$ cat src/rtl/seq_mul_param.sv
// seq_mul_param: radix-2 shift-add sequential multiplier, W x W -> 2W.
// One product in flight; start/busy/done handshake; optional two's-complement
// mode handled by multiplying magnitudes and negating the result at the end.
module seq_mul_param #(
  parameter int W         = 16,
  parameter int SIGNED_EN = 1
) (
  input  logic           clk,
  input  logic           reset,
  input  logic           start,
  input  logic           signed_mode,
  input  logic [W-1:0]   a,
  input  logic [W-1:0]   b,
  output logic           busy,
  output logic           done,
  output logic [2*W-1:0] prod
);

  localparam int CW = $clog2(W);

  typedef enum logic [1:0] {IDLE, RUN, FIN} state_t;

  state_t           state, state_nxt;
  logic [W-1:0]     mcand;
  logic [2*W:0]     acc;   // {carry, upper, lower}
  logic [CW-1:0]    cnt;
  logic             neg;

  logic             sm;
  logic [W-1:0]     mag_a, mag_b;
  logic [W:0]       sum;
  logic [2*W-1:0]   res;

  // Signed mode collapses to a constant 0 when the feature is compiled out.
  assign sm    = signed_mode & (SIGNED_EN != 0);
  // The most negative value negates to itself, which reads back as 2^(W-1).
  assign mag_a = (sm && a[W-1]) ? -a : a;
  assign mag_b = (sm && b[W-1]) ? -b : b;
  // Carry bit is always 0 here (cleared by the previous shift), so reading the
  // top W+1 bits of acc is the same as zero-extending the upper half.
  assign sum   = acc[2*W:W] + {1'b0, (acc[0] ? mcand : {W{1'b0}})};
  assign res   = neg ? -acc[2*W-1:0] : acc[2*W-1:0];
  assign busy  = (state != IDLE);

  // State register.
  always_ff @(posedge clk or negedge reset) begin
    if (!reset) state <= IDLE;
    else        state <= state_nxt;
  end

  // Next-state: accept in IDLE, W iterations in RUN, one result edge in FIN.
  always_comb begin
    state_nxt = state;
    case (state)
      IDLE:    if (start) state_nxt = RUN;
      RUN:     if (cnt == CW'(W-1)) state_nxt = FIN;
      FIN:     state_nxt = IDLE;
      default: state_nxt = IDLE;
    endcase
  end

  // Datapath: operand load, shift-add iteration, result capture.
  always_ff @(posedge clk or negedge reset) begin
    if (!reset) begin
      mcand <= '0;
      acc   <= '0;
      cnt   <= '0;
      neg   <= 1'b0;
      prod  <= '0;
    end else begin
      case (state)
        IDLE: if (start) begin
          mcand <= mag_a;
          acc   <= {1'b0, {W{1'b0}}, mag_b};
          cnt   <= '0;
          neg   <= sm & (a[W-1] ^ b[W-1]);
        end
        RUN: begin
          acc <= {1'b0, sum, acc[W-1:1]};
          cnt <= cnt + 1'b1;
        end
        FIN:     prod <= res;
        default: ;
      endcase
    end
  end

  // done pulses for the single cycle after the FIN edge.
  always_ff @(posedge clk or negedge reset) begin
    if (!reset) done <= 1'b0;
    else        done <= (state == FIN);
  end

endmodule

$ cat config.mk
export PLATFORM = sky130hd
export DESIGN_NAME = seq_mul_param
export DESIGN_NICKNAME = d
export VERILOG_FILES = /design/src/rtl/seq_mul_param.sv
export SDC_FILE = /design/constraint.sdc
export NUM_CORES = 1
export LEC_CHECK = 0
export ABC_AREA = 0
export CORE_MARGIN = 2
export CORE_UTILIZATION = 40
export DETAILED_ROUTE_END_ITERATION = 7
export MAX_ROUTING_LAYER = met4
export PLACE_DENSITY_LB_ADDON = 0.12
export SLEW_MARGIN = 20
export SYNTH_ARGS = -nofsm -noshare
export SYNTH_HDL_FRONTEND = slang
export SYNTH_SLANG_ARGS = --single-unit
$ cat constraint.sdc
create_clock -name clk -period 2.7 [get_ports clk]
set_input_delay 0.405 -clock clk [delete_from_list [all_inputs] [get_ports clk]]
set_output_delay 0.405 -clock clk [all_outputs]
set_load 0.005 [all_outputs]
==> out/metrics.yaml, run 1 <==
outcome:
  outcome: "finished, final reports clean"
timing:
  fmax_mhz: 394
  grt_setup_unrepaired: "false"
  setup_viol: 0
  fin_crit_sh: 0.939
  fin_crit_ns: 2.54
  finalSetupTns_ns: 0
  hold_viol: 0
  slew_viol_final: 0
  worst_pin_slew_ns: 0.852
  maxSlewHeadroom: 0.432
  skew_ns: 0.00985
detailed_routing:
  dr.first_iter.drc_count: 253
  first_pass_iters: 4
  antenna_left: 0
  wl_mm: 13.7
  drc_errors: 0
  via_per_inst: 5.32
  vias: 4688
  wl_per_cell_um: 15.5
hold_path:
  hold_class: "input pin to asynchronous set/reset pin"
cells_and_area:
  seq_area_sq_mm: 0.00220
  final_layout_size_suffix_gt1_frac: 0.0785
  layout_common_cells: "dfrtp_1 (87), nand2_1 (85), o21ai_0 (79), clkdlybuf4s50_1 (68), xor2_1 (43)"
  diodes: 0
  multi_input_area_sq_mm: 0.00322
  finish.utilization: 0.500
  final_common_cell: "dfrtp_1"
  final_nets: 753
  area_delta_synth_final_pct: 22.7
  nFillCells: 1352
worst_setup_path:
  slowest_delay_ns: 0.51
  cpLargestDelayFamily: "simple AND/OR/NAND/NOR gates"
  end_kind: "flop"
  crit_buf_inv: 1
  crit_top_cell: "and2_1"
  crit_fanout: 15
  cp_cell_sequence: "buf_12, and2_1, ha_1, and2_1, and2_1, a221o_1, or4_1, nand3_1"
  cp_slowest_cell: "or4_1"
  cp.required_ns: 2.98
  setup.worst_path.start_class: "flop"
  worst_ep_arrival_time_ns: 2.81
  crit_type: "flop to flop"
power_and_ir_drop:
  peakVddDrop_mv: 0.381
  finalPower_w: 0.00707
  leakage_nw: 2.91
  power_density_mw_per_mm2: 1030
global_routing:
  grt-ovfl-total: 0
  grtUsageTotal: 0.202
  grt_start_max_net_pins: 46
  grt_pass1_vias: 4550
  grt_pass1_wl_mm: 23.1
  antenna_found_initial: 0
clock_tree:
  cts_hold_buf: 0
  clock_latency_ns: 0.35
  post_cts_buffers: 0
  clock_path_buffers: 2
  cts_buffers: 9
  h-tree-depth: 3
  clock_sinks: 88
  ctsResizeCount: 0
  cts_tree: "done"
  clock-root-buffer: "clkbuf_16"
  clk_pin_slew_ns: 0.07
yosys:
  synth_nets: 687
  synth_edf_count: 0
  yosys_register_bits: 88
  synthCells: 630
  yosys_warnings: 0
  syn_avg_cell_area_sq_um: 8.90
  synth_flop_cell: "dfrtp_1"
  ys_seq_area_frac: 0.393
  synth_area_sq_mm: 0.00561
  synth-async-reset-ratio: 1.00
  synth.distinct_cells: 56
placed_design:
  place_hpwl_mm: 10.5
  port_buffers: 69
  place.gp.congestion: 0.882
die:
  die_h_um: 122
  core_area_sq_mm: 0.0138
  rows: 43
  initial_core_util: 0.407
  dieArea_sq_mm: 0.0150
  num_io_pins: 70
  chipWidth_um: 122
flow_run:
  drv_cap: 0
-- registers in the layout, indices dropped and copies added, names as in the netlist --
register  count
state         2
mcand        16
prod         32
cnt           4
neg           1
done          1
acc          32
-- area by class of cell --
cell class,instances,area share
repair buffers,89,0.125
clock inverters,6,0.0107
well taps,180,0.0327
multi-input cells,491,0.467
flip-flops and latches,88,0.320
inverters,17,0.00927
clock buffers,10,0.0347
-- path summary, 6_finish.rpt --
kind / start / to / slack, ns / cells past startpoint
min in group clk: prod[0] / prod[0] / 0.48 / 2
max: acc[0] / acc[30] / 0.16 / 8
min: reset / prod[2] / 0.05 / 1
max reg2reg: acc[0] / acc[30] / 0.16 / 8
max in group asynchronous: reset / acc[0] / 1.98 / 2
min reg2reg: prod[0] / prod[0] / 0.48 / 2
-- power by group --
part | leakage, nW | internal (W) | total, W | switching (W)
combinational | 1.69 | 0.00154 | 0.00331 | 0.00177
clock | 0.154 | 0.000754 | 0.00131 | 0.000556
sequential | 1.06 | 0.00184 | 0.00245 | 0.000611
-- synth_stat cells (7+ instances only) --
master | n | area (sq um)
and2_1 | 19 | 119
nand2_1 | 85 | 319
clkbuf_1 | 31 | 116
ha_1 | 20 | 250
o31ai_1 | 18 | 135
a22oi_1 | 11 | 82.6
a21oi_1 | 26 | 130
xnor2_1 | 21 | 184
o211ai_1 | 7 | 52.6
dfrtp_1 | 88 | 2200
nand3_1 | 20 | 100
o21ai_1 | 13 | 65.1
and3_1 | 8 | 50.1
xor2_1 | 43 | 377
nor2_1 | 22 | 82.6
nand2b_1 | 7 | 43.8
inv_1 | 17 | 63.8
o21ai_0 | 79 | 395
-- per-stage QoR --
step                cells  hold WS, ns  setup slack [ns]  cell area [sq um]
finish                881       0.0539             0.163               6880
CTS                   881       0.0752             0.148               6880
floorplan             630        0.109             0.130               5610
detailed placement    865        0.451             0.157               6570
global placement      865        0.452             0.227               6570
global route          881        0.103            0.0334               6880
-- per-layer routing --
layer / routed length, um / track usage
met1: 6970 / 0.291
met2: 5860 / 0.289
met3: 584 / 0.0283
met4: 273 / 0.0718
met5: 0 / -
-- logic make-up (layout without fill, tap and decap cells) --
kind of cell | count (synthesis) | in the layout | share of synthesized area
AO/OA/AOI/OAI | 195 | 195 | 0.219
buffers and inverters | 51 | 122 | 0.0346
XOR/XNOR | 64 | 64 | 0.0999
flip-flops | 88 | 88 | 0.393
adder cells (fa/ha/maj) | 21 | 21 | 0.0482
AND/OR/NAND/NOR | 207 | 207 | 0.198
multiplexers | 4 | 4 | 0.00736
(Power assumes the default switching activity.)
==> run 2: changes to the inputs <==
--- a/config.mk
+++ b/config.mk
@@ -11,6 +11,7 @@
 export DETAILED_ROUTE_END_ITERATION = 7
 export MAX_ROUTING_LAYER = met4
 export PLACE_DENSITY_LB_ADDON = 0.12
+export REMOVE_ABC_BUFFERS = 1
 export SLEW_MARGIN = 20
 export SYNTH_ARGS = -nofsm -noshare
 export SYNTH_HDL_FRONTEND = slang
==> run 2 against run 1 <==
  * Sequential cell count unchanged
  * Final cell count increased by 0.23%
  * Critical path depth unchanged
  * Count of clock-buffer cells in the layout unchanged
  * Clock skew decreased by 0.00062 ns
  * Sequential share of layout area about the same
  * Register-to-register slack got worse by 0.04 ns
  * Clock power decreased by 12%
  * Via count decreased by 0.11%
  * Core utilization decreased by 0.073 points
  * Non-clock buffer count increased by 3
  * Critical path type unchanged
==> out/metrics.yaml, run 2 (synthesized netlist as in run 1, its figures left out) <==
outcome:
  outcome: "finished, final reports clean"
timing:
  slew_viol_final: 0  # unchanged
  hold_viol: 0  # unchanged
  whs_ns: 0.474  # +0.420 ns
  fin_crit_sh: 0.956  # +0.0161
  finalSetupTns_ns: 0  # unchanged
  skew_ns: 0.00924  # -0.000616 ns
  grt_setup_unrepaired: "false"
  fin_crit_ns: 2.58  # +0.0435 ns
  setup_viol: 0  # unchanged
  fin_ws_ns: 0.120  # -0.0436 ns
  worst_pin_slew_ns: 0.652  # -0.200 ns
  maxSlewHeadroom: 0.565  # +0.133
  fmax_mhz: 388  # -1.7%
worst_setup_path:
  slowest_delay_ns: 0.51  # about the same
  r2r_cells: 8  # unchanged
  cp_cell_sequence: "buf_12, and2_1, ha_1, and3_1, and2_1, a221o_1, or4_1, nand3_1"
  crit_fanout: 14  # -1
  regToRegStartpoint: "acc[0]"
  crit_type: "flop to flop"
  r2r_end: "acc[30]"
  crit_top_cell: "and2_1"
  cp.required_ns: 2.98  # about the same
  cp_slowest_cell: "or4_1"
  end_kind: "flop"
  worst_ep_arrival_time_ns: 2.86  # +0.05 ns
  rrSetupSlack_ns: 0.12  # -0.04 ns
  setup.worst_path.start_class: "flop"
placed_design:
  place_hpwl_mm: 10.5  # about the same
  port_buffers: 69  # unchanged
  place_ws_ns: 0.144  # -0.0126 ns
  placed_cell_area_sq_mm: 0.00660  # +0.46%
  place.gp.congestion: 0.920  # +4.3%
clock_tree:
  cts_buffers: 9  # unchanged
  clock_latency_ns: 0.35  # about the same
  h-tree-depth: 3  # unchanged
  clock_path_buffers: 2  # unchanged
  ctsResizeCount: 0  # unchanged
  clk_pin_slew_ns: 0.06  # about the same
  clock-root-buffer: "clkbuf_16"
  clock_sinks: 88  # unchanged
  cts_tree: "done"
global_routing:
  grt_pass1_wl_mm: 22.8  # -0.98%
  grt_pass1_vias: 4524  # -0.57%
  grt-ovfl-total: 0  # unchanged
  grt.met1_usage: 0.288  # -0.00290
  grtUsageTotal: 0.198  # -0.00420
  grtUsageMet2: 0.286  # -0.00243
  grt_busiest_layer: "met1"
  grt_start_max_net_pins: 63  # +37%
  gr-usage-met3: 0.0223  # -0.00604
  antenna_found_initial: 0  # unchanged
hold_path:
  min_from: "prod[8]"
  hold_class: "flop to flop"
  min_to: "prod[8]"
  holdPathStages: 2
detailed_routing:
  antenna_left: 0  # unchanged
  wl_mm: 13.5  # -1.5%
  vias: 4683  # -0.11%
  wl_per_cell_um: 15.3  # -1.7%
  first_pass_iters: 4  # unchanged
  drc_errors: 0  # unchanged
  via_per_inst: 5.30  # -0.33%
  dr.first_iter.drc_count: 257  # +1.6%
power_and_ir_drop:
  peakVddDrop_mv: 0.404  # +6.0%
  comb_power_share: 0.483  # +0.015
  power_density_mw_per_mm2: 1000  # -2.3%
  leakage_nw: 2.90  # about the same
  p_sw_w: 0.00288  # -1.8%
  p_clk_frac: 0.166  # -0.019
  internal_power_w: 0.00401  # -2.9%
  swShare: 0.418  # +0.00262
  p_seq_frac: 0.351  # +0.005
die:
  initial_core_util: 0.407  # unchanged
  num_io_pins: 70  # unchanged
  dieArea_sq_mm: 0.0150  # unchanged
  rows: 43  # unchanged
  core_area_sq_mm: 0.0138  # unchanged
  die_h_um: 122  # unchanged
  chipWidth_um: 122  # unchanged
cells_and_area:
  final_layout_size_suffix_gt1_frac: 0.0782  # -0.000223
  area_delta_synth_final_pct: 22.6
  final_common_cell: "dfrtp_1"
  layout_common_cells: "dfrtp_1 (88), nand2_1 (85), o21ai_0 (79), clkdlybuf4s50_1 (68), xor2_1 (43)"
  diodes: 0  # unchanged
  reg_top3: "acc (32), prod (32), mcand (16)"
  design_area_sq_mm: 0.00687  # -0.15%
  final_nets: 756  # +0.40%
flow_run:
  drv_cap: 0  # unchanged
[run 2: critical path: cells and delay by family (launching register included)]
family | cells | cell delay (ns)
simple gates | 5 | 1.16
flops | 1 | 0.46
fa+ha+maj | 1 | 0.37
compound gates | 1 | 0.34
buf+inv | 1 | 0.18
[run 2: worst max path at each step]
stage	depth (start not counted)	startpoint	slack, ns	to
2_1_floorplan	9	acc[0]	0.34	acc[27]
3_3_place_gp	8	acc[0]	0.22	acc[30]
3_5_place_dp	8	acc[0]	0.14	acc[30]
4_1_cts	8	acc[0]	0.14	acc[30]
5_1_grt	8	acc[0]	0.04	acc[29]
6_report	8	acc[0]	0.12	acc[30]
[run 2: repair_timing]
item | CTS | global route
hold endpoints to repair | 26 | 0
setup buffers | 0 | 0
hold buffers | 1 | 0
[run 2: layout make-up]
class / count / area, sq um
Multi-Input combinational cell: 491 / 3220
Clock buffer: 10 / 229
Fill cell: 1381 / 6900
Inverter: 17 / 63.8
Clock inverter: 5 / 35.0
Sequential cell: 88 / 2200
Tap cell: 180 / 225
Timing Repair Buffer: 92 / 901
[run 2: metal layers]
metal	share of wire	wire, um
met1	0.53	7120
met2	0.42	5720
met3	0.034	453
met4	0.015	201
met5	0	0
[run 2: power groups by stage]
stage	logic, W	registers [W]	clock network, W
after floorplan	0.00216	0.00235	0
after global placement	0.00329	0.00243	0
after detailed placement	0.00335	0.00245	0
after CTS	0.00336	0.00242	0.00118
after global routing	0.00377	0.00251	0.00123
final	0.00333	0.00242	0.00115
[run 2: per-stage QoR]
step / util / std cells / total power, W
after floorplan: - / 596 / 0.00451
after global placement: 0.479 / 867 / 0.00572
after detailed placement: 0.479 / 867 / 0.00580
after CTS: 0.499 / 883 / 0.00696
after global routing: 0.499 / 883 / 0.00751
final: 0.499 / 883 / 0.00690
==> run 3: changes to the inputs <==
--- a/config.mk
+++ b/config.mk
@@ -16,3 +16,4 @@
 export SYNTH_ARGS = -nofsm -noshare
 export SYNTH_HDL_FRONTEND = slang
 export SYNTH_SLANG_ARGS = --single-unit
+export TNS_END_PERCENT = 30
==> results of run 3 <==
Final layout, timing and power as in run 2 (identical DEF).
